File: config.mk
export PLATFORM = sky130hd
export DESIGN_NAME = rgb_fade_sequencer
export DESIGN_NICKNAME = d
export VERILOG_FILES = /design/src/rtl/rgb_pkg.sv /design/src/rtl/rgb_fade_sequencer_step_timer.sv /design/src/rtl/rgb_fade_sequencer.sv
export SDC_FILE = /design/constraint.sdc
export NUM_CORES = 1
export LEC_CHECK = 0
export BUFFER_PORTS_ARGS = -buffer_cell sky130_fd_sc_hd__clkbuf_2
export CAP_MARGIN = 40
export CORE_MARGIN = 4
export CORE_UTILIZATION = 40
export CTS_BUF_LIST = sky130_fd_sc_hd__clkbuf_2 sky130_fd_sc_hd__clkbuf_4 sky130_fd_sc_hd__clkbuf_8
export CTS_CLUSTER_DIAMETER = 120
export DETAILED_ROUTE_END_ITERATION = 16
export PLACE_DENSITY = 0.63
export REMOVE_ABC_BUFFERS = 1
export SKIP_LAST_GASP = 1
export SLEW_MARGIN = 20
export SYNTH_ARGS = -nofsm -noshare
export SYNTH_HDL_FRONTEND = slang
export SYNTH_SLANG_ARGS = --single-unit
File: constraint.sdc
create_clock -name clk -period 6.6 [get_ports clk]
set_input_delay 1.32 -clock clk [delete_from_list [all_inputs] [get_ports clk]]
set_output_delay 1.32 -clock clk [all_outputs]
set_load 0.1 [all_outputs]
File: src/rtl/rgb_pkg.sv
// Shared types and constants for the RGB fade sequencer.
//   fade_state_e  : sequencer state (IDLE, FADE, HOLD)
//   rgb_flags_t   : one on/off flag per channel; expanded to full scale or zero
//   palette_flags : 8-entry palette lookup by index
package rgb_pkg;

  localparam int unsigned IDX_W = 3;

  typedef enum logic [1:0] {
    IDLE = 2'd0,
    FADE = 2'd1,
    HOLD = 2'd2
  } fade_state_e;

  typedef struct packed {
    logic r;
    logic g;
    logic b;
  } rgb_flags_t;

  // Palette: 0 black, 1 red, 2 green, 3 blue, 4 yellow, 5 cyan, 6 magenta, 7 white
  function automatic rgb_flags_t palette_flags(input logic [IDX_W-1:0] idx);
    rgb_flags_t f;
    case (idx)
      3'd0:    f = rgb_flags_t'(3'b000);
      3'd1:    f = rgb_flags_t'(3'b100);
      3'd2:    f = rgb_flags_t'(3'b010);
      3'd3:    f = rgb_flags_t'(3'b001);
      3'd4:    f = rgb_flags_t'(3'b110);
      3'd5:    f = rgb_flags_t'(3'b011);
      3'd6:    f = rgb_flags_t'(3'b101);
      default: f = rgb_flags_t'(3'b111);
    endcase
    return f;
  endfunction

endpackage

File: src/rtl/rgb_fade_sequencer_step_timer.sv
// Free-running fade-step prescaler.
//   clk, reset_n : block clock, asynchronous active-low reset
//   tick         : registered one-cycle pulse while the count sits at STEP_DIV-1
module step_timer #(
  parameter int unsigned STEP_DIV = 1000
) (
  input  logic clk,
  input  logic reset_n,
  output logic tick
);

  localparam int unsigned CNT_W = $clog2(STEP_DIV);
  localparam logic [CNT_W-1:0] CNT_LAST = CNT_W'(STEP_DIV - 1);

  logic [CNT_W-1:0] cnt;
  logic [CNT_W-1:0] cnt_nxt_c;

  // Wrapping count 0..STEP_DIV-1
  always_comb begin
    cnt_nxt_c = (cnt == CNT_LAST) ? '0 : cnt + CNT_W'(1);
  end

  // tick is registered from the next count so it is high exactly while cnt == CNT_LAST
  always_ff @(posedge clk or negedge reset_n) begin
    if (!reset_n) begin
      cnt  <= '0;
      tick <= 1'b0;
    end else begin
      cnt  <= cnt_nxt_c;
      tick <= (cnt_nxt_c == CNT_LAST);
    end
  end

endmodule

File: src/rtl/rgb_fade_sequencer.sv
// RGB fade sequencer: owns the three PWM duty registers and fades them linearly
// between palette colours, chosen by the encoder (manual) or a palette walk (auto).
//   clk, reset_n        : block clock, asynchronous active-low reset
//   sel[4:0]            : encoder value, sel[2:0] is the palette index
//   auto_en             : 1 = auto palette walk, 0 = manual
//   red/green/blue_duty : registered duty outputs
//   cur_idx             : palette index of the current target
//   busy                : registered, high while fading
module rgb_fade_sequencer
  import rgb_pkg::*;
#(
  parameter int unsigned DUTY_W     = 8,
  parameter int unsigned STEP_DIV   = 1000,
  parameter int unsigned HOLD_STEPS = 256
) (
  input  logic              clk,
  input  logic              reset_n,
  input  logic [4:0]        sel,
  input  logic              auto_en,
  output logic [DUTY_W-1:0] red_duty,
  output logic [DUTY_W-1:0] green_duty,
  output logic [DUTY_W-1:0] blue_duty,
  output logic [IDX_W-1:0]  cur_idx,
  output logic              busy
);

  localparam int unsigned HOLD_W = (HOLD_STEPS > 1) ? $clog2(HOLD_STEPS) : 1;
  localparam logic [HOLD_W-1:0] HOLD_LAST = HOLD_W'(HOLD_STEPS - 1);

  fade_state_e       state, state_d;
  rgb_flags_t        target, target_d;
  logic [IDX_W-1:0]  idx_d;
  logic [HOLD_W-1:0] hold_cnt, hold_d;
  logic [DUTY_W-1:0] red_d, green_d, blue_d;

  logic [IDX_W-1:0]  sel_s, sel_q;
  logic              auto_s, auto_q;
  logic              tick;

  logic              sel_chg_c, auto_rise_c, auto_fall_c;
  logic              sel_unused_c;

  // Only the palette index bits of the encoder value matter
  assign sel_unused_c = ^sel[4:3];

  step_timer #(
    .STEP_DIV (STEP_DIV)
  ) u_step_timer (
    .clk     (clk),
    .reset_n (reset_n),
    .tick    (tick)
  );

  // Move one count toward the target, never past it
  function automatic logic [DUTY_W-1:0] step_toward(input logic [DUTY_W-1:0] cur,
                                                    input logic [DUTY_W-1:0] tgt);
    if (cur < tgt) return cur + DUTY_W'(1);
    if (cur > tgt) return cur - DUTY_W'(1);
    return cur;
  endfunction

  // Events are decoded from the sampled copies, giving the two-cycle input latency.
  // sel changes only count in manual mode; sel_q tracks sel regardless.
  assign sel_chg_c   = !auto_s && (sel_s != sel_q);
  assign auto_rise_c =  auto_s && !auto_q;
  assign auto_fall_c = !auto_s &&  auto_q;

  // Next-state, target, hold and duty logic
  always_comb begin
    state_d  = state;
    target_d = target;
    idx_d    = cur_idx;
    hold_d   = hold_cnt;
    red_d    = red_duty;
    green_d  = green_duty;
    blue_d   = blue_duty;

    case (state)
      IDLE: begin
        if (auto_rise_c) begin
          idx_d    = cur_idx + IDX_W'(1);
          target_d = palette_flags(idx_d);
          state_d  = FADE;
        end else if (sel_chg_c) begin
          idx_d    = sel_s;
          target_d = palette_flags(sel_s);
          state_d  = FADE;
        end
      end

      FADE: begin
        // Retarget in place: duties and tick phase carry on untouched
        if (auto_fall_c || sel_chg_c) begin
          idx_d    = sel_s;
          target_d = palette_flags(sel_s);
        end
        if ((red_duty   == {DUTY_W{target_d.r}}) &&
            (green_duty == {DUTY_W{target_d.g}}) &&
            (blue_duty  == {DUTY_W{target_d.b}})) begin
          state_d = auto_s ? HOLD : IDLE;
          hold_d  = '0;
        end else if (tick) begin
          red_d   = step_toward(red_duty,   {DUTY_W{target_d.r}});
          green_d = step_toward(green_duty, {DUTY_W{target_d.g}});
          blue_d  = step_toward(blue_duty,  {DUTY_W{target_d.b}});
        end
      end

      HOLD: begin
        if (auto_fall_c) begin
          idx_d    = sel_s;
          target_d = palette_flags(sel_s);
          state_d  = FADE;
        end else if (tick) begin
          if (hold_cnt == HOLD_LAST) begin
            idx_d    = cur_idx + IDX_W'(1);
            target_d = palette_flags(idx_d);
            hold_d   = '0;
            state_d  = FADE;
          end else begin
            hold_d = hold_cnt + HOLD_W'(1);
          end
        end
      end

      default: state_d = IDLE;
    endcase
  end

  // State, duty and input-sample registers
  always_ff @(posedge clk or negedge reset_n) begin
    if (!reset_n) begin
      state      <= IDLE;
      target     <= rgb_flags_t'(3'b000);
      cur_idx    <= '0;
      hold_cnt   <= '0;
      red_duty   <= '0;
      green_duty <= '0;
      blue_duty  <= '0;
      busy       <= 1'b0;
      sel_s      <= '0;
      sel_q      <= '0;
      auto_s     <= 1'b0;
      auto_q     <= 1'b0;
    end else begin
      state      <= state_d;
      target     <= target_d;
      cur_idx    <= idx_d;
      hold_cnt   <= hold_d;
      red_duty   <= red_d;
      green_duty <= green_d;
      blue_duty  <= blue_d;
      busy       <= (state_d == FADE);
      sel_s      <= sel[2:0];
      sel_q      <= sel_s;
      auto_s     <= auto_en;
      auto_q     <= auto_s;
    end
  end

endmodule

==> impl_metrics.json <==
{
  "cpPeakStageDelay_ps": 470,
  "end_kind": "flop",
  "cts_max_path_buffers": 2,
  "coreArea_um2": 9910,
  "whs_ps": 484.3,
  "antenna_found_initial": 0,
  "path_cells": "xnor2_1 -> nand3_1 -> o21bai_2 -> mux2_2 -> inv_1 -> ha_1 -> nand4_2 -> nor3_4 -> nand3_2 -> a21bo_2 -> or2_1 -> o31ai_1",
  "cts_hold_buf": 0,
  "numCtsBuffers": 9,
  "critPathMaxFanout": 13,
  "r2r-end": "hold_cnt[3]$_DFFE_PN0P_",
  "die_h_um": 109.5,
  "grt_pass1_wl_mm": 14.21,
  "syn-instance-count": 454,
  "min_period_ps": 3563,
  "r2r-start": "sel_s[2]$_DFF_PN0_",
  "crit_cells": 12,
  "synth-edff-count": 0,
  "cts_setup_buffers": 0,
  "worstSetupStartpoint": "sel_s[2]$_DFF_PN0_",
  "globalplace.congestion": 0.8445,
  "seqPwrFrac_pct": 34.7,
  "via_per_inst": 5.266,
  "drc": 0,
  "pwr_density_cell_nw_per_um2": 263.3,
  "rsz0062_at_grt": "false",
  "ys_seq_area_share_pct": 36.41,
  "cts_resized": 0,
  "r2r_cells": 12,
  "syn_area_um2": 4124,
  "synth_area_per_cell_um2": 9.084,
  "gr-total-overflow": 0,
  "cts_root_buf": "clkbuf_8",
  "tns_ps": 0,
  "clock_skew_ps": 9.114,
  "wl_per_cell_um": 13.10,
  "grt_pass1_vias": 3109,
  "crit_slowest_cell": "dfrtp_1",
  "fin_crit_sh_pct": 53.99,
  "grt_start_max_net_pins": 61,
  "p_sw_uw": 504.5,
  "hold_path_class": "flop to flop",
  "postRouteAntennaNets": 0,
  "nFillCells": 968,
  "hold_viol_final": 0,
  "antenna_cells": 0,
  "multi_input_area_um2": 2484,
  "path_delay_family": "simple AND/OR/NAND/NOR gates",
  "port_buffers": 33,
  "yosysWarnings": 0,
  "p_int_uw": 718.0,
  "maxSlewViolCount": 0,
  "syn2layout_area_growth_pct": 12.56,
  "maxCapViolCount": 0,
  "routed_wl_mm": 8.228,
  "final_nets": 541,
  "synth_top_area_share_pct": 36.41,
  "layout-drive-gt1-share_pct": 13.54,
  "clkTransAtPathRegs_ps": 70,
  "clkSinkCount": 60,
  "hold_depth": 2,
  "reg2reg_slack_ps": 3040,
  "dieArea_um2": 12000,
  "synth.area.top_cells": "dfrtp_1, ha_1, nand2_1, xnor2_1, xor2_1",
  "rows": 36,
  "grt.total_usage_pct": 14.71,
  "required_ps": 6850,
  "max_freq_mhz": 280.7,
  "final_util_pct": 46.84,
  "synth_seq_cells": 60,
  "slew_headroom_pct": 48.79,
  "combinationalPowerShare_pct": 37.7,
  "num_io_pins": 36,
  "yosysUniqueCellTypes": 56,
  "initial_utilization_pct": 41.62,
  "dpl.hpwl_mm": 6.057,
  "p_clk_share_pct": 27.6,
  "h-tree-depth": 3,
  "switching_share_pct": 41.27,
  "cp.buffers_inverters": 1,
  "ir_worst_vdd_uv": 122.2,
  "cts_tree": "yes",
  "async_reset_ff_share_pct": 100.0,
  "regArea_um2": 1501,
  "arrival_ps": 3820,
  "clk_latency_ps": 340,
  "synth_area_leader_cell": "dfrtp_1",
  "start_kind": "flop",
  "dr.pass1.iters": 4,
  "p_leak_nw": 2.218,
  "status": "finished clean",
  "dr_total_vias": 3307,
  "die_w_um": 109.5,
  "worst_pin_slew_ps": 756.2,
  "crit_path_end": "hold_cnt[3]$_DFFE_PN0P_",
  "critPathKind": "flop to flop",
  "drt_iter0_drc": 120,
  "synthFlopType": "dfrtp_1",
  "setup_viol": 0
}
flip-flops by register name, summed over array words and instances (netlist names):
register           count
u_step_timer.cnt      10
blue_duty              8
green_duty             8
hold_cnt               8
red_duty               8
cur_idx                3
sel_q                  3
sel_s                  3
target                 3
state                  2
auto_q                 1
auto_s                 1
busy                   1
u_step_timer.tick      1
routing by layer:
layer	GRT usage (%)	vias up	wire length [um]
met5	0	-	0
met4	4.363	0	110
met3	3.934	12	271
met2	24.37	37	3919
met1	18.79	1558	3927
li1	-	1700	-
worst register-to-register path, stage by stage, from the launching register on:
cell and delay, ps:
dfrtp_1 470, xnor2_1 180, nand3_1 160, o21bai_2 380
mux2_2 430, inv_1 200, ha_1 210, nand4_2 160
nor3_4 320, nand3_2 160, a21bo_2 330, or2_1 300
o31ai_1 190
cell families (layout without fill, tap and decap cells):
kind of cell               after synthesis  count (layout)  synth area share [%]
buffers and inverters                   34              75                 3.368
DFF                                     60              60                 36.41
muxes                                   10              10                 2.488
and+or+nand+nor                        165             165                 20.63
xor gates and xnor gates                37              37                 7.858
AOI/OAI and AO/OA                      104             104                 15.96
adders and majority gates               44              44                 13.29
cell usage in the layout (no fill, tap or decap), drive strengths merged, types with 11 or more instances in the layout:
cell,synthesis,layout
clkbuf,6,42
xor2,17,17
a21oi,27,27
nand3,13,13
xnor2,20,20
ha,43,43
nor2,38,38
o21ai,36,36
dfrtp,60,60
nor2b,11,11
nor3,14,14
inv,24,25
nand2,49,49
power groups by stage:
stage                     clock, mW  sequential [mW]  combinational (mW)
after floorplan                   0            0.514               0.279
after global placement            0            0.429               0.442
after detailed placement          0            0.431               0.461
after CTS                     0.351            0.424               0.461
after global routing          0.364            0.428               0.513
final                         0.337            0.424               0.461
how the worst min path moves through the flow:
stage | startpoint | end | slack [ps]
finish | target[0]$_DFFE_PN0P_ | target[0]$_DFFE_PN0P_ | 480
global route | target[0]$_DFFE_PN0P_ | target[0]$_DFFE_PN0P_ | 510
CTS | target[0]$_DFFE_PN0P_ | target[0]$_DFFE_PN0P_ | 490
detailed placement | target[0]$_DFFE_PN0P_ | target[0]$_DFFE_PN0P_ | 480
global placement | target[0]$_DFFE_PN0P_ | target[0]$_DFFE_PN0P_ | 460
floorplan | target[0]$_DFFE_PN0P_ | target[0]$_DFFE_PN0P_ | 440
layout make-up:
cell class              instances  area share, %
multi-input cells             360          53.50
flip-flops and latches         60          32.35
repair buffers                 35          4.313
well taps                     133          3.585
clock buffers                   9          2.668
inverters                      24          1.941
clock inverters                 7          1.644
synth_stat cells, types with 3 or more instances:
cell / number
dfrtp_1: 60
nand2_1: 49
ha_1: 43
nor2_1: 38
o21ai_0: 29
a21oi_1: 24
inv_1: 24
xnor2_1: 20
xor2_1: 17
nand3_1: 12
nor3_1: 12
nor2b_1: 11
mux2i_1: 8
o31ai_1: 8
o21ai_1: 7
and4_1: 6
clkbuf_1: 6
nand4_1: 6
a221oi_1: 5
and3_1: 5
nand2b_1: 4
nor4_1: 4
a21oi_2: 3
buf_2: 3
o22ai_1: 3
or3_1: 3
through the flow:
stage	std cells	power, mW	instance area (um2)	setup slack, ps
floorplan	444	0.7931	4075	3522
global route	628	1.304	4642	2634
CTS	627	1.236	4614	2976
finish	628	1.222	4642	3037
detailed placement	611	0.8916	4414	2984
global placement	611	0.8717	4414	3091
Power figures use the tool's default switching activity.
